===== src/rtl/seg_scan_if.sv =====
// Multiplexed 7-segment scan bus as seen by the monitor: the scanner side
// (seg/dp/line) plus the decoded frame and status outputs.
interface seg_scan_if;
  logic [6:0]  seg;
  logic        dp;
  logic [3:0]  line;
  logic [15:0] value;
  logic [3:0]  dp_mask;
  logic        frame_valid;
  logic        pattern_err;
  logic        line_err;
  logic        stale;

  modport master (
    output seg, dp, line,
    input  value, dp_mask, frame_valid, pattern_err, line_err, stale
  );

  modport slave (
    input  seg, dp, line,
    output value, dp_mask, frame_valid, pattern_err, line_err, stale
  );
endinterface


===== src/rtl/seg_scan_decoder.sv =====
// Monitor-side receiver for the scanned 7-segment bus: samples each settled
// digit, decodes it to hex and assembles four digits into a frame.
module seg_scan_decoder #(
  parameter int SETTLE  = 16,
  parameter int TIMEOUT = 2_097_152
) (
  input  logic      clk0,
  input  logic      reset_sw,
  seg_scan_if.slave bus
);

  localparam int SW = $clog2(SETTLE);
  localparam int TW = $clog2(TIMEOUT + 1);
  localparam logic [SW-1:0] SETTLE_LAST = SW'(SETTLE - 1);
  localparam logic [TW-1:0] TO_LAST     = TW'(TIMEOUT - 1);
  localparam logic [TW-1:0] TO_MAX      = TW'(TIMEOUT);

  typedef enum logic [1:0] {
    ST_IDLE   = 2'd0,
    ST_SETTLE = 2'd1,
    ST_HOLD   = 2'd2
  } state_t;

  logic [6:0]      seg_p0, seg_p1, seg_p2;
  logic            dp_p0, dp_p1;
  logic [3:0]      line_p0, line_p1, line_p2;

  state_t          state, state_n;
  logic [SW-1:0]   cnt, cnt_n;
  logic [1:0]      dig, dig_n;
  logic [TW-1:0]   tcnt;

  logic            line_chg, seg_chg, line_ok;
  logic            timeout_hit, do_sample, err_line;
  logic [4:0]      dec;

  logic [3:0][3:0] stage;
  logic [3:0]      stage_dp;
  logic [3:0]      mask;

  logic [15:0]     value_r;
  logic [3:0]      dp_mask_r;
  logic            frame_valid_r, pattern_err_r, line_err_r, stale_r;

  // {valid, hex}; anything outside the sixteen glyphs is reported invalid
  function automatic logic [4:0] decode_seg(input logic [6:0] s);
    case (s)
      7'b1111110: decode_seg = {1'b1, 4'h0};
      7'b0110000: decode_seg = {1'b1, 4'h1};
      7'b1101101: decode_seg = {1'b1, 4'h2};
      7'b1111001: decode_seg = {1'b1, 4'h3};
      7'b0110011: decode_seg = {1'b1, 4'h4};
      7'b1011011: decode_seg = {1'b1, 4'h5};
      7'b1011111: decode_seg = {1'b1, 4'h6};
      7'b1110010: decode_seg = {1'b1, 4'h7};
      7'b1111111: decode_seg = {1'b1, 4'h8};
      7'b1111011: decode_seg = {1'b1, 4'h9};
      7'b1110111: decode_seg = {1'b1, 4'hA};
      7'b0011111: decode_seg = {1'b1, 4'hB};
      7'b1001110: decode_seg = {1'b1, 4'hC};
      7'b0111101: decode_seg = {1'b1, 4'hD};
      7'b1001111: decode_seg = {1'b1, 4'hE};
      7'b1000111: decode_seg = {1'b1, 4'hF};
      default:    decode_seg = 5'b0_0000;
    endcase
  endfunction

  function automatic logic is_one_hot(input logic [3:0] l);
    is_one_hot = (l != 4'b0000) && ((l & (l - 4'd1)) == 4'b0000);
  endfunction

  // Only meaningful for one-hot inputs
  function automatic logic [1:0] one_hot_index(input logic [3:0] l);
    one_hot_index = {l[3] | l[2], l[3] | l[1]};
  endfunction

  // Stage p0/p1: two-flop synchronizers; p2 holds the previous synced value
  always_ff @(posedge clk0 or posedge reset_sw) begin
    if (reset_sw) begin
      seg_p0  <= '0;
      seg_p1  <= '0;
      seg_p2  <= '0;
      dp_p0   <= 1'b0;
      dp_p1   <= 1'b0;
      line_p0 <= '0;
      line_p1 <= '0;
      line_p2 <= '0;
    end else begin
      seg_p0  <= bus.seg;
      seg_p1  <= seg_p0;
      seg_p2  <= seg_p1;
      dp_p0   <= bus.dp;
      dp_p1   <= dp_p0;
      line_p0 <= bus.line;
      line_p1 <= line_p0;
      line_p2 <= line_p1;
    end
  end

  assign line_chg    = (line_p1 != line_p2);
  assign seg_chg     = (seg_p1 != seg_p2);
  assign line_ok     = is_one_hot(line_p1);
  assign dec         = decode_seg(seg_p1);
  assign timeout_hit = !line_chg && (tcnt == TO_LAST);

  // A line change always beats a timeout landing in the same cycle
  always_ff @(posedge clk0 or posedge reset_sw) begin
    if (reset_sw) begin
      tcnt    <= '0;
      stale_r <= 1'b0;
    end else if (line_chg) begin
      tcnt    <= '0;
      stale_r <= 1'b0;
    end else if (tcnt != TO_MAX) begin
      tcnt    <= tcnt + TW'(1);
      if (timeout_hit) stale_r <= 1'b1;
    end
  end

  always_ff @(posedge clk0 or posedge reset_sw) begin
    if (reset_sw) begin
      state <= ST_IDLE;
      cnt   <= '0;
      dig   <= 2'd0;
    end else begin
      state <= state_n;
      cnt   <= cnt_n;
      dig   <= dig_n;
    end
  end

  always_comb begin
    state_n   = state;
    cnt_n     = cnt;
    dig_n     = dig;
    do_sample = 1'b0;
    err_line  = 1'b0;
    if (line_chg) begin
      if (line_ok) begin
        state_n = ST_SETTLE;
        cnt_n   = '0;
        dig_n   = one_hot_index(line_p1);
      end else begin
        state_n  = ST_IDLE;
        err_line = 1'b1;
      end
    end else if (timeout_hit) begin
      state_n = ST_IDLE;
    end else if (state == ST_SETTLE) begin
      if (seg_chg) begin
        cnt_n = '0;
      end else if (cnt == SETTLE_LAST) begin
        do_sample = 1'b1;
        state_n   = ST_HOLD;
      end else begin
        cnt_n = cnt + SW'(1);
      end
    end
  end

  // Frame assembly: a full mask is published before any clear is considered
  always_ff @(posedge clk0 or posedge reset_sw) begin
    if (reset_sw) begin
      stage         <= '0;
      stage_dp      <= '0;
      mask          <= '0;
      value_r       <= '0;
      dp_mask_r     <= '0;
      frame_valid_r <= 1'b0;
      pattern_err_r <= 1'b0;
      line_err_r    <= 1'b0;
    end else begin
      frame_valid_r <= 1'b0;
      pattern_err_r <= 1'b0;
      line_err_r    <= err_line;
      if (mask == 4'b1111) begin
        value_r       <= stage;
        dp_mask_r     <= stage_dp;
        frame_valid_r <= 1'b1;
        mask          <= '0;
      end else if (err_line || timeout_hit) begin
        mask <= '0;
      end else if (do_sample) begin
        if (dec[4]) begin
          stage[dig]    <= dec[3:0];
          stage_dp[dig] <= dp_p1;
          mask[dig]     <= 1'b1;
        end else begin
          pattern_err_r <= 1'b1;
          mask          <= '0;
        end
      end
    end
  end

  assign bus.value       = value_r;
  assign bus.dp_mask     = dp_mask_r;
  assign bus.frame_valid = frame_valid_r;
  assign bus.pattern_err = pattern_err_r;
  assign bus.line_err    = line_err_r;
  assign bus.stale       = stale_r;

endmodule


===== src/flat_wrapper.sv =====
// flat-port wrapper written by rule: the top's interface ports become plain ports
module seg_scan_decoder_flat 
#(
  parameter int SETTLE  = 16,
  parameter int TIMEOUT = 2_097_152
)
  (clk0, reset_sw, bus_seg, bus_dp, bus_line, bus_value, bus_dp_mask, bus_frame_valid, bus_pattern_err, bus_line_err, bus_stale);
  seg_scan_if bus_i ();
  input  logic clk0;
  input  logic reset_sw;
  input wire logic [$bits(bus_i.seg)-1:0] bus_seg;
  input wire logic [$bits(bus_i.dp)-1:0] bus_dp;
  input wire logic [$bits(bus_i.line)-1:0] bus_line;
  output wire logic [$bits(bus_i.value)-1:0] bus_value;
  output wire logic [$bits(bus_i.dp_mask)-1:0] bus_dp_mask;
  output wire logic [$bits(bus_i.frame_valid)-1:0] bus_frame_valid;
  output wire logic [$bits(bus_i.pattern_err)-1:0] bus_pattern_err;
  output wire logic [$bits(bus_i.line_err)-1:0] bus_line_err;
  output wire logic [$bits(bus_i.stale)-1:0] bus_stale;
  assign bus_i.seg = bus_seg;
  assign bus_i.dp = bus_dp;
  assign bus_i.line = bus_line;
  assign bus_value = bus_i.value;
  assign bus_dp_mask = bus_i.dp_mask;
  assign bus_frame_valid = bus_i.frame_valid;
  assign bus_pattern_err = bus_i.pattern_err;
  assign bus_line_err = bus_i.line_err;
  assign bus_stale = bus_i.stale;
  seg_scan_decoder #(.SETTLE(SETTLE), .TIMEOUT(TIMEOUT)) u_core (.clk0(clk0), .reset_sw(reset_sw), .bus(bus_i));
endmodule

===== config.mk =====
export PLATFORM = sky130hd
export DESIGN_NAME = seg_scan_decoder_flat
export DESIGN_NICKNAME = d
export VERILOG_FILES = /design/src/rtl/seg_scan_if.sv /design/src/rtl/seg_scan_decoder.sv /design/src/flat_wrapper.sv
export SDC_FILE = /design/constraint.sdc
export NUM_CORES = 1
export LEC_CHECK = 0
export CAP_MARGIN = 25
export CORE_MARGIN = 2
export CORE_UTILIZATION = 55
export CTS_BUF_LIST = sky130_fd_sc_hd__clkbuf_8
export DETAILED_ROUTE_END_ITERATION = 7
export HOLD_SLACK_MARGIN = 0.03
export PLACE_DENSITY = 0.81
export SETUP_SLACK_MARGIN = 0.02
export SYNTH_ARGS = -nofsm -noshare
export SYNTH_HDL_FRONTEND = slang
export SYNTH_SLANG_ARGS = --single-unit

===== constraint.sdc =====
create_clock -name clk0 -period 5 [get_ports clk0]
set_clock_uncertainty 0.15 [all_clocks]
set_input_delay 1.25 -clock clk0 [delete_from_list [all_inputs] [get_ports clk0]]
set_output_delay 1.25 -clock clk0 [all_outputs]
set_load 0.02 [all_outputs]

# Word level (Yosys, flattened, before mapping)

Index checks and enable logic that the tools add are counted.
W data, S select, Z words.

Bits of input ports: 14
Flip-flop bits (word level): 113
Output and inout bits: 24
Word-level logic and storage cells: 120

Add/subtract/negate cells: 3
Bitwise logic cells: 6
Muxes and demuxes: 40
Eq/ne operators: 27
Reduce and logical (&&, ||, !) cells: 18
$lt $le $gt $ge: 2

Operator list:

| cell                    | count |
|---|---|
| $eq A7 B7 Y1 const B    | 12 |
| $pmux W5 S16            | 1 |
| $mux W22                | 2 |
| $mux W4                 | 11 |
| $add A22 B1 Y22 const B | 1 |
| $eq A22 B21 Y1 const B  | 1 |
| $ne A22 B22 Y1 const B  | 1 |
| $eq A7 B6 Y1 const B    | 3 |
| $mux W1                 | 17 |
| $bwmux W16              | 1 |
| $mux W2                 | 5 |
| $reduce_bool A3 Y1      | 3 |
| $demux W4 S2            | 1 |
| $eq A4 B4 Y1 const B    | 2 |
| $reduce_and A4 Y1       | 2 |
| $eq A7 B5 Y1 const B    | 1 |
| $ne A7 B7 Y1            | 1 |
| $reduce_bool A2 Y1      | 3 |
| $add A4 B1 Y4 const B   | 1 |
| $and A4 B4 Y4           | 1 |
| $bwmux W4               | 1 |
| $logic_not A4 Y1        | 1 |
| $ne A4 B4 Y1            | 1 |
| $or A4 B4 Y4            | 1 |
| 17 further kinds        | 22 |

# Depth between registers and ports, before layout

Gate-level depths: netlist (run 1).

Depth in word-level cells: 9
Gate-level depth with buffers: 8
Mapped depth without buffers: 8

# Least setup slack after synthesis (run 1)

No wires, ideal clock.

Kind: register to register
From: register u_core.seg_p1[6]
To: register u_core.stage[12] (netlist bit)
Library setup time: 0.128 ns
Cell stages (with the launch flop): 8
Slack: 2.815 ns
Path buffers: 1
Data arrival time: 1.907 ns
Clock period less this slack: 2.185 ns
Required time: 4.722 ns
Path through: dfrtp_1 -> buf_6 -> xor2_1 -> nor4_4 -> nand4b_4 -> nor3_2 -> o211ai_4 -> mux2_1

Cells in the longest elaborated chain, start to end: 6
Elaborated cells on any way between the ends: 24
Those cells by class: eq/ne (17); mux (6); reduce/logical (1)

Ends and longest elaborated chain:

| item                               | RTL line                | source |
|---|---|---|
| from (decl)                        | seg_scan_decoder.sv:24  | `logic [6:0] seg_p0, seg_p1, seg_p2;` |
| from (signal assigned)             | seg_scan_decoder.sv:90  | `seg_p1 <= seg_p0;` |
| $ne A7 B7 Y1                       | seg_scan_decoder.sv:101 | `assign seg_chg = (seg_p1 != seg_p2);` |
| $mux W1                            | seg_scan_decoder.sv:150 | `if (seg_chg) begin` |
| $mux W1                            | seg_scan_decoder.sv:149 | `end else if (state == ST_SETTLE) begin` |
| $mux W1                            | seg_scan_decoder.sv:147 | `end else if (timeout_hit) begin` |
| $mux W1                            | seg_scan_decoder.sv:138 | `if (line_chg) begin` |
| $reduce_and A4 Y1 (no source line) | n/a                     |  |
| to (signal, indexed assignment)    | seg_scan_decoder.sv:185 | `stage[dig] <= dec[3:0];` |
| to (decl)                          | seg_scan_decoder.sv:37  | `logic [3:0][3:0] stage;` |

Parallel ways exist; a longest one is shown, timed or not.
A chain may end at the register's enable or synchronous reset.

# Worst setup path after layout (run 1)

From: register u_core.value_r[15] (netlist: u_core.bus.value[15])
To: output port bus_value[15]

RTL lines:

| item                   | RTL line                | source |
|---|---|---|
| from (decl)            | seg_scan_decoder.sv:41  | `logic [15:0] value_r;` |
| from (signal assigned) | seg_scan_decoder.sv:177 | `value_r <= stage;` |
| to (decl)              | flat_wrapper.sv:14      | `output wire logic [$bits(bus_i.value)-1:0] bus_value;` |

No word-level cell between the ends.

==> results of run 1 <==
## layout make-up
cell class / instances / area, um^2 / share of cell area (%)
Timing Repair Buffer: 40 / 409.1 / 6.968
Inverter: 13 / 51.30 / 0.8736
Clock inverter: 14 / 142.6 / 2.429
Sequential cell: 113 / 2828 / 48.16
Clock buffer: 17 / 234.0 / 3.985
Multi-Input combinational cell: 320 / 2072 / 35.29
Tap cell: 108 / 135.1 / 2.301
## power groups by stage
stage               registers (mW)  logic (mW)  clock network, mW
floorplan                    0.966      0.0845                  0
global placement             0.977      0.0996                  0
detailed placement           0.979       0.103                  0
CTS                          0.962       0.104              0.824
global route                 0.966       0.117              0.868
finish                       0.963       0.104              0.808
## state kept, by name, summed over array words and instances, names as in the netlist, 2 cells and up
name / cells
u_core.seg_p2: 7
u_core.seg_p0: 7
u_core.stage: 16
u_core.seg_p1: 7
u_core.line_p0: 4
u_core.line_p2: 4
u_core.stage_dp: 4
u_core.dig: 2
u_core.cnt: 4
u_core.state: 2
u_core.line_p1: 4
u_core.mask: 4
u_core.bus.value: 16
u_core.bus.dp_mask: 4
u_core.tcnt: 22
## layer usage
metal	wire length, um	GRT usage, %
met4	63	7.165
met3	436	6.254
met2	4897	35.14
met5	0	0
met1	4160	27.34
## cells in the mapped netlist (2+ instances only)
master	count	share of area, %
dfrtp_1	113	56
nand2_1	86	6.4
nor2_1	45	3.4
mux2_1	20	4.5
nand3_1	19	1.9
xor2_1	16	2.8
nor3_1	14	1.4
inv_1	13	0.97
a21oi_1	12	1.2
xnor2_1	12	2.1
o21ai_0	10	0.99
nand4_1	8	0.99
clkbuf_1	7	0.52
buf_2	6	0.60
a31oi_1	5	0.62
nor2b_1	5	0.62
and4_1	4	0.70
nor4_1	4	0.50
nor4b_1	4	0.70
o211ai_4	4	1.7
xnor2_2	4	1.3
and3_1	3	0.37
buf_1	3	0.22
ha_1	3	0.75
nand2b_1	3	0.37
nor3b_1	3	0.45
or3_1	3	0.37
a21boi_0	2	0.30
nand3b_1	2	0.30
nor4_4	2	0.84
o211ai_1	2	0.30
## logic make-up (layout without fill, tap and decap cells)
| kind of cell | count (synthesis) | after routing | share of synthesized area, % |
|---|---|---|---|
| muxes | 21 | 21 | 4.672 |
| AOI/OAI and AO/OA | 48 | 48 | 7.654 |
| adders and majority gates | 3 | 3 | 0.7456 |
| and+or+nand+nor | 216 | 216 | 21.92 |
| buffers and inverters | 31 | 84 | 2.684 |
| DFF | 113 | 113 | 56.16 |
| xor gates and xnor gates | 32 | 32 | 6.163 |
## how the worst max path moves through the flow
stage,endpoint,slack (ns),cells after the start
4_1_cts,u_core.stage[13]$_DFFE_PP0P_,1.92,5
6_report,bus_value[15],2.18,1
2_1_floorplan,u_core.bus.dp_mask[0]$_DFFE_PP0P_,0.61,1
3_5_place_dp,u_core.seg_p0[3]$_DFF_PP0_,1.97,3
5_1_grt,u_core.stage[7]$_DFFE_PP0P_,1.94,6
3_3_place_gp,u_core.seg_p0[1]$_DFF_PP0_,2.01,3
## cells in the final DEF (no fill, tap or decap), drive strengths merged, types with 5 or more instances in the layout
cell	netlist	layout
nor4	6	6
clkinv	0	5
clkbuf	7	17
xnor2	16	16
nor2	45	45
inv	13	15
clkdlybuf4s50	0	37
o21ai	11	11
a21oi	13	13
a31oi	6	6
o211ai	6	6
dfrtp	113	113
nand4	9	9
nand2	87	87
mux2	20	20
xor2	16	16
nand3	19	19
clkinvlp	0	5
nor2b	5	5
nor3	15	15
==> impl_metrics.yaml, run 1 <==
run_status:
  outcome: "completed"
route:
  dr.pass1.iters: 5
  vias_per_cell: 5.552
  wl_per_cell_um: 15.29
  drt-initial-drc-count: 104
  ant_nets: 0
  via_count: 3470
  drc: 0
  wl_mm: 9.558
clock_network:
  cts_tree: "done"
  cts_buffer_depth: 2
  cts_root_buf: "clkbuf_8"
  htreeDepth: 4
  clk_latency_ns: 0.42
  hold_buffers: 0
  clock_sinks: 113
  clkTransAtPathRegs_ns: 0.07
  postCtsSetupRepairBufs: 0
  cts_resized: 0
  tritoncts.num_buffers: 17
global_routing:
  grt_max_degree: 90
  grt_pass1_wl_mm: 16.60
  globalRouteOverflowTotal: 0
  grt_util_all_layers_pct: 21.35
  antenna_found_initial: 0
  grt_pass1_vias: 3529
floorplanning:
  die_x_um: 99.68
  io_pins: 38
  coreArea_um2: 8806
  dieArea_um2: 9935
  die_h_um: 99.68
  start_util_pct: 57.18
  row_count: 34
worst_setup_path:
  worstSetupPathType: "register to primary output"
  critical_path.top_delay_family: "buffers and inverters"
  cp.arrival_ns: 1.42
  cp_slowest_cell: "clkdlybuf4s50_1"
  worstPathCellList: "clkdlybuf4s50_1"
  critPathLaunch: "u_core.bus.value[15]$_DFFE_PP0P_"
  rrSetupSlack_ns: 2.18
  crit_fanout: 2
  critPathCaptureType: "primary output"
  worst_r2r_startpoint: "u_core.seg_p1[2]$_DFF_PP0_"
  worstRegToRegCells: 6
  crit_buf_inv: 1
  cp-start-kind: "register"
  crit_required_ns: 3.60
  r2r_end: "u_core.stage_dp[1]$_DFFE_PP0P_"
  slowest_delay_ns: 0.62
run:
  max_cap_violations: 0
yosys:
  syn_area_um2: 5035
  syn_inst: 464
  synthesis.nets: 481
  yosys_warnings: 0
  yosysSeqAreaShare_pct: 56.16
  synth-seq-cells: 113
  async_flop_share_pct: 100.0
  synth_flop_cell: "dfrtp_1"
  ys_types: 58
  avgSynthCellArea_um2: 10.85
  synth-edff-count: 0
hold_path:
  worstHoldEndpoint: "u_core.line_p1[2]$_DFF_PP0_"
  hp-class: "register to register"
  min-delay-start: "u_core.line_p0[2]$_DFF_PP0_"
  hold_path_depth: 0
power:
  combPwrFrac_pct: 5.5
  power.total_mw: 1.875
  clock_power_share_pct: 43.1
  seqPwrFrac_pct: 51.3
  vdd_drop_max_uv: 202.3
  p_sw_share_pct: 24.69
  p_sw_mw: 0.4629
  p_per_area_nw_per_um2: 319.3
  p_leak_nw: 2.597
  intPower_mw: 1.412
finish:
  final_util_pct: 66.68
  drive_gt1_share_pct: 10.64
  n_antenna_cell: 0
  area_growth_pct: 16.63
  fill_cells: 657
  stdcell_count: 625
  fin_nets: 522
  stdcell_area_um2: 5872
sta:
  hold_viol: 0
  clock.fmax_mhz: 355.1
  holdWs_ns: 0.1994
  fin_setup_tns_ns: 0
  slew_headroom_pct: 53.08
  worst_pin_slew_ns: 0.7030
  timing.final.crit_share_pct: 56.32
  min_period_ns: 2.816
  setup_viol: 0
  rsz0062_at_grt: "false"
  fin_ws_ns: 2.184
  drv_slew: 0
place:
  place_area_um2: 5464
  place.port_buffers: 37
  place_hpwl_mm: 6.231
  dpl_worst_slack_ns: 1.972
  dp_cells: 592
  place_congestion: 0.8053
No activity file was read; power rests on OpenSTA's default activity.
==> run 2: changes to the inputs <==
Clock period 5 ns to 2.6 ns, I/O delays scaled along.
==> run 2 against run 1 <==
Effect of this change:
- global-route usage grew 0.21 points
- clock-buffer cell count stayed put
- highest routed layer unchanged
- first-iteration DRC count is 60% higher
- hold slack worse by 0.0043 ns
==> impl_metrics.yaml, run 2 (same netlist as run 1, synthesis figures left out) <==
run_status:
  outcome: "completed"
worst_setup_path:
  critPathCaptureType: "register"
  cp-start-kind: "register"
  critical_path.top_delay_family: "compound AO/OA/AOI/OAI gates"
  cp.arrival_ns: 2.54
  crit_fanout: 11
  slowest_delay_ns: 0.51
  cp_slowest_cell: "dfrtp_1"
  crit_buf_inv: 0
  worstSetupPathType: "register to register"
  crit_required_ns: 2.75
  worstPathCellList: "or3_1, a2111oi_0, a21oi_1, nand2_4, o211ai_4, mux2_1"
floorplanning:
  io_pins: 38
  row_count: 34
  die_x_um: 99.68
  start_util_pct: 57.18
  dieArea_um2: 9935
  die_h_um: 99.68
  coreArea_um2: 8806
finish:
  fill_cells: 660
  mostFrequentLayoutCells: "dfrtp_1 (110), nand2_1 (86), nor2_1 (45), clkdlybuf4s50_1 (37), mux2_1 (20)"
  n_antenna_cell: 0
  largest_register: "u_core.tcnt"
  seq_area_um2: 2831
  fin_nets: 536
  drive_gt1_share_pct: 13.53
  area_growth_pct: 19.06
  multi_input_area_um2: 2072
  largest_reg_flops: 22
  final_common_cell: "dfrtp_1"
route:
  drt-initial-drc-count: 166
  ant_nets: 0
  drc: 0
  wl_per_cell_um: 15.09
  via_count: 3554
  dr.pass1.iters: 6
  vias_per_cell: 5.553
  wl_mm: 9.657
sta:
  drv_slew: 0
  slew_headroom_pct: 42.88
  timing.final.crit_share_pct: 91.99
  min_period_ns: 2.392
  worst_pin_slew_ns: 0.8461
  setup_viol: 0
  hold_viol: 0
  holdWs_ns: 0.1952
  fin_ws_ns: 0.2083
  clock.fmax_mhz: 418.1
  fin_setup_tns_ns: 0
  rsz0062_at_grt: "false"
clock_network:
  tritoncts.num_buffers: 17
  clk_latency_ns: 0.43
  clock_sinks: 113
  cts_buffer_depth: 2
  postCtsSetupRepairBufs: 0
  cts_root_buf: "clkbuf_8"
  htreeDepth: 4
  clkTransAtPathRegs_ns: 0.07
  cts_tree: "done"
place:
  dpl_worst_slack_ns: 0.09420
  place_hpwl_mm: 6.864
  place.port_buffers: 37
  place_congestion: 0.8247
power:
  combPwrFrac_pct: 6.2
  clock_power_share_pct: 43.2
  p_sw_mw: 0.9107
  seqPwrFrac_pct: 50.6
  intPower_mw: 2.731
  vdd_drop_max_uv: 547.2
  p_per_area_nw_per_um2: 607.6
  p_leak_nw: 2.665
  p_sw_share_pct: 25.01
global_routing:
  antenna_found_initial: 0
  grt_util_all_layers_pct: 21.56
  grt_pass1_wl_mm: 16.87
  grt_max_degree: 66
  globalRouteOverflowTotal: 0
  grt_pass1_vias: 3700
hold_path:
  hp-class: "register to register"
run:
  max_cap_violations: 0
## run 2: cell types whose count changed in the layout (fill, tap and decap cells not counted)
| cell | before | now |
|---|---|---|
| inv_1 | 13 | 14 |
| buf_4 | 1 | 15 |
| buf_6 | 1 | 0 |
| dfrtp_1 | 113 | 110 |
| buf_12 | 1 | 2 |
| inv_4 | 1 | 0 |
| dfrtp_2 | 0 | 3 |
| clkinvlp_4 | 5 | 6 |
## run 2: worst paths after layout
check / startpoint / endpoint / slack (ns) / cells after the start
worst min register to register: u_core.line_p0[0]$_DFF_PP0_ / u_core.line_p1[0]$_DFF_PP0_ / 0.20 / 0
worst max register to register: u_core.seg_p1[0]$_DFF_PP0_ / u_core.stage[5]$_DFFE_PP0P_ / 0.21 / 6
worst max-delay path: u_core.seg_p1[0]$_DFF_PP0_ / u_core.stage[5]$_DFFE_PP0P_ / 0.21 / 6
worst min-delay path: u_core.line_p0[0]$_DFF_PP0_ / u_core.line_p1[0]$_DFF_PP0_ / 0.20 / 0
min in group asynchronous: reset_sw / u_core.line_p2[1]$_DFF_PP0_ / 0.34 / 2
max in group asynchronous: reset_sw / u_core.stage[5]$_DFFE_PP0P_ / 1.39 / 3
## run 2: power by group through the flow
stage / registers (mW) / clock network [mW] / logic, mW
detailed placement: 1.87 / 0 / 0.229
global placement: 1.87 / 0 / 0.222
finish: 1.84 / 1.57 / 0.227
CTS: 1.84 / 1.62 / 0.230
floorplan: 1.86 / 0 / 0.163
global route: 1.85 / 1.69 / 0.253
## run 2: final cells by class
cell class / instances / area share (%)
tap: 108 / 2.254
timing repair buffer: 54 / 8.725
clock buffer: 17 / 3.903
sequential: 113 / 47.23
multi-input combinational: 320 / 34.56
inverter: 13 / 0.8766
clock inverter: 15 / 2.442
## run 2: layer usage
| layer | vias to the layer above | track usage (%) | routed length (um) |
|---|---|---|---|
| met5 | - | 0 | 0 |
| met2 | 79 | 36.23 | 4915 |
| met4 | 0 | 8.219 | 140 |
| li1 | 1703 | - | - |
| met1 | 1754 | 26.25 | 4212 |
| met3 | 18 | 6.606 | 388 |
## run 2: stage by stage
stage	instance area [um^2]	std cells	power, mW	utilization [%]
2_1_floorplan	5039	464	2.021	-
3_3_place_gp	5610	608	2.093	63.71
3_5_place_dp	5610	608	2.103	63.71
4_1_cts	5991	640	3.690	68.03
5_1_grt	5995	640	3.790	68.07
6_report	5995	640	3.642	68.07
## run 2: timing repair
| action | in CTS | in global routing |
|---|---|---|
| hold endpoints to repair | 0 | 0 |
| gates resized for setup | 0 | 3 |
| hold buffers | 0 | 0 |
| endpoints found under the setup margin | 0 | 20 |
